--- config.mk ---
export PLATFORM = sky130hd
export DESIGN_NAME = serial_twos_collect
export DESIGN_NICKNAME = d
export VERILOG_FILES = /design/src/rtl/serial_twos_collect.sv
export SDC_FILE = /design/constraint.sdc
export NUM_CORES = 1
export LEC_CHECK = 0
export ABC_AREA = 1
export BUFFER_PORTS_ARGS = -buffer_cell sky130_fd_sc_hd__buf_2
export CELL_PAD_IN_SITES_DETAIL_PLACEMENT = 1
export CELL_PAD_IN_SITES_GLOBAL_PLACEMENT = 2
export CORE_ASPECT_RATIO = 0.5
export CORE_MARGIN = 2
export CORE_UTILIZATION = 35
export DETAILED_ROUTE_END_ITERATION = 10
export MAX_ROUTING_LAYER = met4
export PLACE_DENSITY_LB_ADDON = 0.1
export SETUP_SLACK_MARGIN = 0.15
export SLEW_MARGIN = 5
export SYNTH_ARGS = -nofsm -noshare
export SYNTH_HDL_FRONTEND = slang
export SYNTH_SLANG_ARGS = --single-unit
--- constraint.sdc ---
create_clock -name t_clk -period 4.1 [get_ports t_clk]
set_clock_uncertainty 0.1 [all_clocks]
set_input_delay 0.82 -clock t_clk [delete_from_list [all_inputs] [get_ports t_clk]]
set_output_delay 0.82 -clock t_clk [all_outputs]
set_load 0.01 [all_outputs]
--- src/rtl/serial_twos_collect.sv ---
// serial_twos_collect: LSB-first serial-to-parallel word collector with a one-deep valid/ready output buffer.
// Optional magnitude/sign outputs are enabled by defining SERIAL_TWOS_COLLECT_MAG_EN.
module serial_twos_collect #(
  parameter int WIDTH = 8
) (
  input  logic             t_clk,
  input  logic             r,
  input  logic             bit_in,
  input  logic             bit_vld,
  input  logic             frame_start,
  input  logic             out_rdy,
  output logic [WIDTH-1:0] word_out,
  output logic             out_vld,
  output logic             ovf,
  output logic             sync_err
`ifdef SERIAL_TWOS_COLLECT_MAG_EN
  ,
  output logic [WIDTH-1:0] mag_out,
  output logic             neg_out
`endif
);
  localparam int CW = $clog2(WIDTH);
  typedef enum logic {IDLE, SHIFT} state_t;
  state_t           state_q, state_d;
  logic [CW-1:0]    cnt_q, cnt_d;
  logic [WIDTH-1:0] sr_q, sr_d, word_q, word_d, full;
  logic             vld_q, vld_d, ovf_q, ovf_d, serr_q, serr_d;
  logic             start, shift, done, load;
  // frame sequencing: capture on frame_start, shift in until bit WIDTH-1, flag restarts mid-word
  always_comb begin
    start   = bit_vld & frame_start;
    shift   = bit_vld & ~frame_start & (state_q == SHIFT);
    done    = shift & (cnt_q == CW'(WIDTH - 1));
    full    = {bit_in, sr_q[WIDTH-1:1]};
    state_d = start ? SHIFT : (done ? IDLE : state_q);
    cnt_d   = start ? CW'(1) : (done ? '0 : (shift ? cnt_q + 1'b1 : cnt_q));
    sr_d    = start ? {bit_in, {(WIDTH-1){1'b0}}} : (shift ? full : sr_q);
    serr_d  = start & (state_q == SHIFT);
  end
  // output buffer: load when empty or being drained, otherwise drop and flag overflow
  always_comb begin
    load   = done & (~vld_q | out_rdy);
    word_d = load ? full : word_q;
    vld_d  = done ? (load | vld_q) : (vld_q & ~out_rdy);
    ovf_d  = ovf_q | (done & ~load);
  end
  // state and output registers
  always_ff @(posedge t_clk or posedge r) begin
    if (r) begin
      state_q <= IDLE;
      cnt_q   <= '0;
      sr_q    <= '0;
      word_q  <= '0;
      vld_q   <= 1'b0;
      ovf_q   <= 1'b0;
      serr_q  <= 1'b0;
    end else begin
      state_q <= state_d;
      cnt_q   <= cnt_d;
      sr_q    <= sr_d;
      word_q  <= word_d;
      vld_q   <= vld_d;
      ovf_q   <= ovf_d;
      serr_q  <= serr_d;
    end
  end
  assign word_out = word_q;
  assign out_vld  = vld_q;
  assign ovf      = ovf_q;
  assign sync_err = serr_q;
`ifdef SERIAL_TWOS_COLLECT_MAG_EN
  logic [WIDTH-1:0] msr_q, msr_d, mag_q, mag_d, mfull;
  logic             seen_q, seen_d, neg_q, neg_d, cbit;
  // serial complementer: copy bits through the first 1, invert afterwards; sign is the last bit
  always_comb begin
    cbit   = seen_q ? ~bit_in : bit_in;
    mfull  = {cbit, msr_q[WIDTH-1:1]};
    seen_d = start ? bit_in : (shift ? seen_q | bit_in : seen_q);
    msr_d  = start ? {bit_in, {(WIDTH-1){1'b0}}} : (shift ? mfull : msr_q);
    neg_d  = load ? bit_in : neg_q;
    mag_d  = load ? (bit_in ? mfull : full) : mag_q;
  end
  // magnitude/sign registers
  always_ff @(posedge t_clk or posedge r) begin
    if (r) begin
      msr_q  <= '0;
      seen_q <= 1'b0;
      mag_q  <= '0;
      neg_q  <= 1'b0;
    end else begin
      msr_q  <= msr_d;
      seen_q <= seen_d;
      mag_q  <= mag_d;
      neg_q  <= neg_d;
    end
  end
  assign mag_out = mag_q;
  assign neg_out = neg_q;
`endif
endmodule

-- Yosys cells after proc, flatten, opt, wreduce, memory -nomap -nowiden
Cells that the tools add are included.
- bits in registers: 23
- bits in latches: 0
- word-level logic and storage cells: 35
- output and inout port bits: 11
- ROM bits: 0
- memories kept: 0
- input port bits: 6
- memory bits (writable): 0
- multipliers: 0
- $add $sub $neg: 1
- mux-type cells: 8
- shift operators: 0
- equal/unequal tests: 1
- reduce and logical (&&, ||, !) cells: 3
- $lt $le $gt $ge: 0
- bitwise operators: 15
- div/mod/pow operators: 0
- operator list (operator ; count):
    two-way mux 8 bit ; 2
    two-way mux 3 bit ; 3
    AND 1 bit ; 8
    inverter 1 bit ; 4
    nonzero test 2 bit ; 2
    adder 3 x 1 -> 3 bit (second input constant) ; 1
    == test 3 bit (second input constant) ; 1
    two-way mux 1 bit ; 3
    bitwise OR 1 bit ; 3
    nonzero test 3 bit ; 1

-- Depth between registers and ports, before layout
- depth after elaboration: 8
- gate-level depth with buffers: 6
- depth with buffers taken out: 5

-- Worst setup path before layout
No wires, ideal clock.
- kind: input to register
- start: input bit_vld
- end: register word_q[0] (netlist: word_out[0])
- arrival time: 1.285 ns
- path slack: 2.598 ns
- required time: 3.883 ns
- stages on the path: 5
- path through: nand2_2 > nor2_4 > nand3_2 > nand2_1 > nand2_1
- word-level cells in the longest chain between the ends: 4
- RTL lines (what ; line ; source):
    start: declaration ; 9 ; input logic bit_vld,
    AND 1 bit (2 in a row) ; 32 ; shift = bit_vld & ~frame_start & (state_q == SHIFT);
    AND 1 bit ; 33 ; done = shift & (cnt_q == CW'(WIDTH - 1));
    AND 1 bit ; 42 ; load = done & (~vld_q | out_rdy);
    end signal: assignment ; 61 ; word_q <= word_d;
    end: declaration ; 26 ; logic [WIDTH-1:0] sr_q, sr_d, word_q, word_d, full;
No other way between the ends.
A chain may end at the register's enable or synchronous reset.

-- Final worst setup path
- start: register word_q[6] (netlist: word_out[6])
- end: output word_out[6]
- RTL lines (what ; line ; source):
    end: declaration ; 12 ; output logic [WIDTH-1:0] word_out,
No word-level cell between the ends.

==> flow_summary.json <==
{
  "status": "finished clean",
  "maxSlewHeadroom": 0.4457,
  "grt.busiest_layer": "met2",
  "setup-violations-final": 0,
  "wl_per_cell_um": 13.06,
  "die_h_um": 40.12,
  "grt_pass1_vias": 689,
  "min_period_over_period": 0.4174,
  "period_minus_slack_ns": 1.711,
  "dpl_cell_area_mm2": 0.001018,
  "drt-initial-drc-count": 17,
  "vdd_drop_max_mv": 0.1801,
  "cp_slowest_cell": "dfrtp_1",
  "firstDrtPassIters": 3,
  "critPathKind": "reg -> out",
  "root_buffer": "clkbuf_8",
  "multi_input_area_um2": 292.8,
  "grt_use_met3": 0.05631,
  "antennaDiodeCount": 0,
  "worst_pin_slew_ns": 0.8305,
  "vias_per_cell": 4.682,
  "drcViolationCount": 0,
  "yosysSeqAreaShare": 0.6027,
  "clk_pin_slew_worst_paths_ns": 0.08,
  "fill_cells": 324,
  "finalPower_uw": 473.6,
  "min-delay-path-class": "reg -> reg",
  "startpoint_type": "flop",
  "crit_chain": "buf_2",
  "clock-sinks": 22,
  "path_delay_family": "flip-flops",
  "path_max_fanout": 2,
  "io_pins": 17,
  "cts_buffer_depth": 2,
  "h-tree-depth": 1,
  "die-area_mm2": 0.003059,
  "syn_to_final_growth_pct": 19.32,
  "fin_setup_tns_ns": 0,
  "finalHoldViolCount": 0,
  "grtUsageMet1": 0.1704,
  "cts_buffers": 3,
  "path_buf_inv": 1,
  "layout-drive-gt1-share": 0.2072,
  "netlist-cell-type-count": 17,
  "met2_usage": 0.2522,
  "critical_path_required_ns": 3.18,
  "grt_max_degree": 23,
  "cts_tree": "yes",
  "grt_setup_unrepaired": "false",
  "cts_setup_buffers": 0,
  "insertion_delay_ns": 0.26,
  "crit_path_max_incr_delay_ns": 0.39,
  "synth_nets": 102,
  "syn_inst": 94,
  "ys_warn_count": 0,
  "power_density_mw_per_mm2": 434.6,
  "layout.area.seq_um2": 550.5,
  "ys_seq_elements": 22,
  "syn-cell-area_um2": 913.4,
  "rows": 13,
  "cp-end-kind": "primary output",
  "final_area_mm2": 0.001090,
  "slew_viol_final": 0,
  "detail-route-antenna-nets": 0,
  "cts_hold_buf": 0,
  "grt.overflow.total": 0,
  "cts.repair.resized": 0,
  "nets": 120,
  "grt.total_usage": 0.1457,
  "synth.avg_cell_area_um2": 9.717,
  "initial_core_util": 0.3600,
  "max_freq_mhz": 584.4,
  "antenna_found_initial": 0,
  "wl_mm": 1.933,
  "p_leak_uw": 0.0006050,
  "fp.coreArea_mm2": 0.002537,
  "hpwlAfterDp_mm": 1.489,
  "port_buffers": 16,
  "crit_arrival_ns": 0.79,
  "vias": 693,
  "die_width_um": 76.25,
  "gp_congestion": 0.7164,
  "grt_pass1_wl_mm": 3.187,
  "maxCapViolCount": 0
}
[worst register-to-register path, stage by stage, from the launching register on]
cell     delay (ns)
dfrtp_1        0.37
ha_1           0.15
ha_1           0.39
nand3_2        0.26
nand2_1        0.13
nand2_1        0.06
[synth_stat cells]
master	instances	share of area
nand2_1	28	0.12
dfrtp_1	22	0.60
inv_1	13	0.053
nand4_1	8	0.055
o22ai_1	5	0.034
nand3_1	4	0.022
buf_2	2	0.011
ha_1	2	0.027
o21ai_0	2	0.011
buf_6	1	0.012
nand2_2	1	0.0069
nand3_2	1	0.011
nand3b_1	1	0.0082
nor2_1	1	0.0041
nor2_4	1	0.012
o21ai_1	1	0.0055
o21bai_1	1	0.0082
[metal layers]
| metal | vias to the layer above | wire length (um) |
|---|---|---|
| met1 | 338 | 930 |
| met4 | 0 | 0 |
| met2 | 14 | 895 |
| met5 | - | 0 |
| li1 | 341 | - |
| met3 | 0 | 108 |
[cell type report]
cell class                 count  area share
clock inverter                 1     0.02755
inverter                      13     0.04478
clock buffer                   3     0.03789
sequential                    22      0.5052
timing repair buffer          16     0.07348
tap                           37     0.04248
multi-input combinational     56      0.2687
[through the flow]
step | utilization | setup slack [ns] | instances | hold WS (ns)
floorplan | - | 2.598 | 94 | 0.3620
global placement | 0.4014 | 2.217 | 144 | 0.3535
detailed placement | 0.4014 | 2.111 | 144 | 0.3670
CTS | 0.4295 | 2.377 | 148 | 0.3868
global route | 0.4295 | 2.276 | 148 | 0.4019
finish | 0.4295 | 2.389 | 148 | 0.3777
[logic make-up (layout without fill, tap and decap cells)]
kind of cell | Yosys count | count (layout) | share of synthesized area
AND/OR/NAND/NOR | 45 | 45 | 0.2343
flip-flops | 22 | 22 | 0.6027
AO/OA/AOI/OAI | 9 | 9 | 0.05890
buffers and inverters | 16 | 33 | 0.07672
adder cells (fa/ha/maj) | 2 | 2 | 0.02739
[where the power goes]
group	internal [uW]	switching [uW]
clock	130	68.7
sequential	228	6.26
combinational	13.7	26.6
[path summary, 6_finish.rpt]
kind	end	slack, ns	start	cells past startpoint
setup reg to reg	word_out[6]	2.52	cnt_q[0]	5
hold / removal	word_out[7]	0.38	word_out[7]	2
max in group asynchronous	cnt_q[1]	2.77	r	2
setup / recovery	word_out[6]	2.39	word_out[6]	1
min in group asynchronous	word_out[1]	0.61	r	2
hold reg to reg	word_out[7]	0.38	word_out[7]	2
[flip-flops by register name, summed over array words and instances, names as in the netlist]
signal,flops
sr_q,7
cnt_q,3
word_out,8
sync_err,1
out_vld,1
ovf,1
state_q,1
[placed cells by master, fill, tap and decap left out]
cell type and count:
ha_1 2, nand2_1 28, nand2_2 1, o22ai_1 5
o21bai_1 1, nor2_4 1, buf_2 16, o21ai_0 2
clkbuf_8 3, nor2_1 1, inv_1 13, dfrtp_1 22
bufinv_16 1, nand3b_1 1, nand3_1 4, o21ai_1 1
nand3_2 1, nand4_1 8
Power figures use the tool's default switching activity.
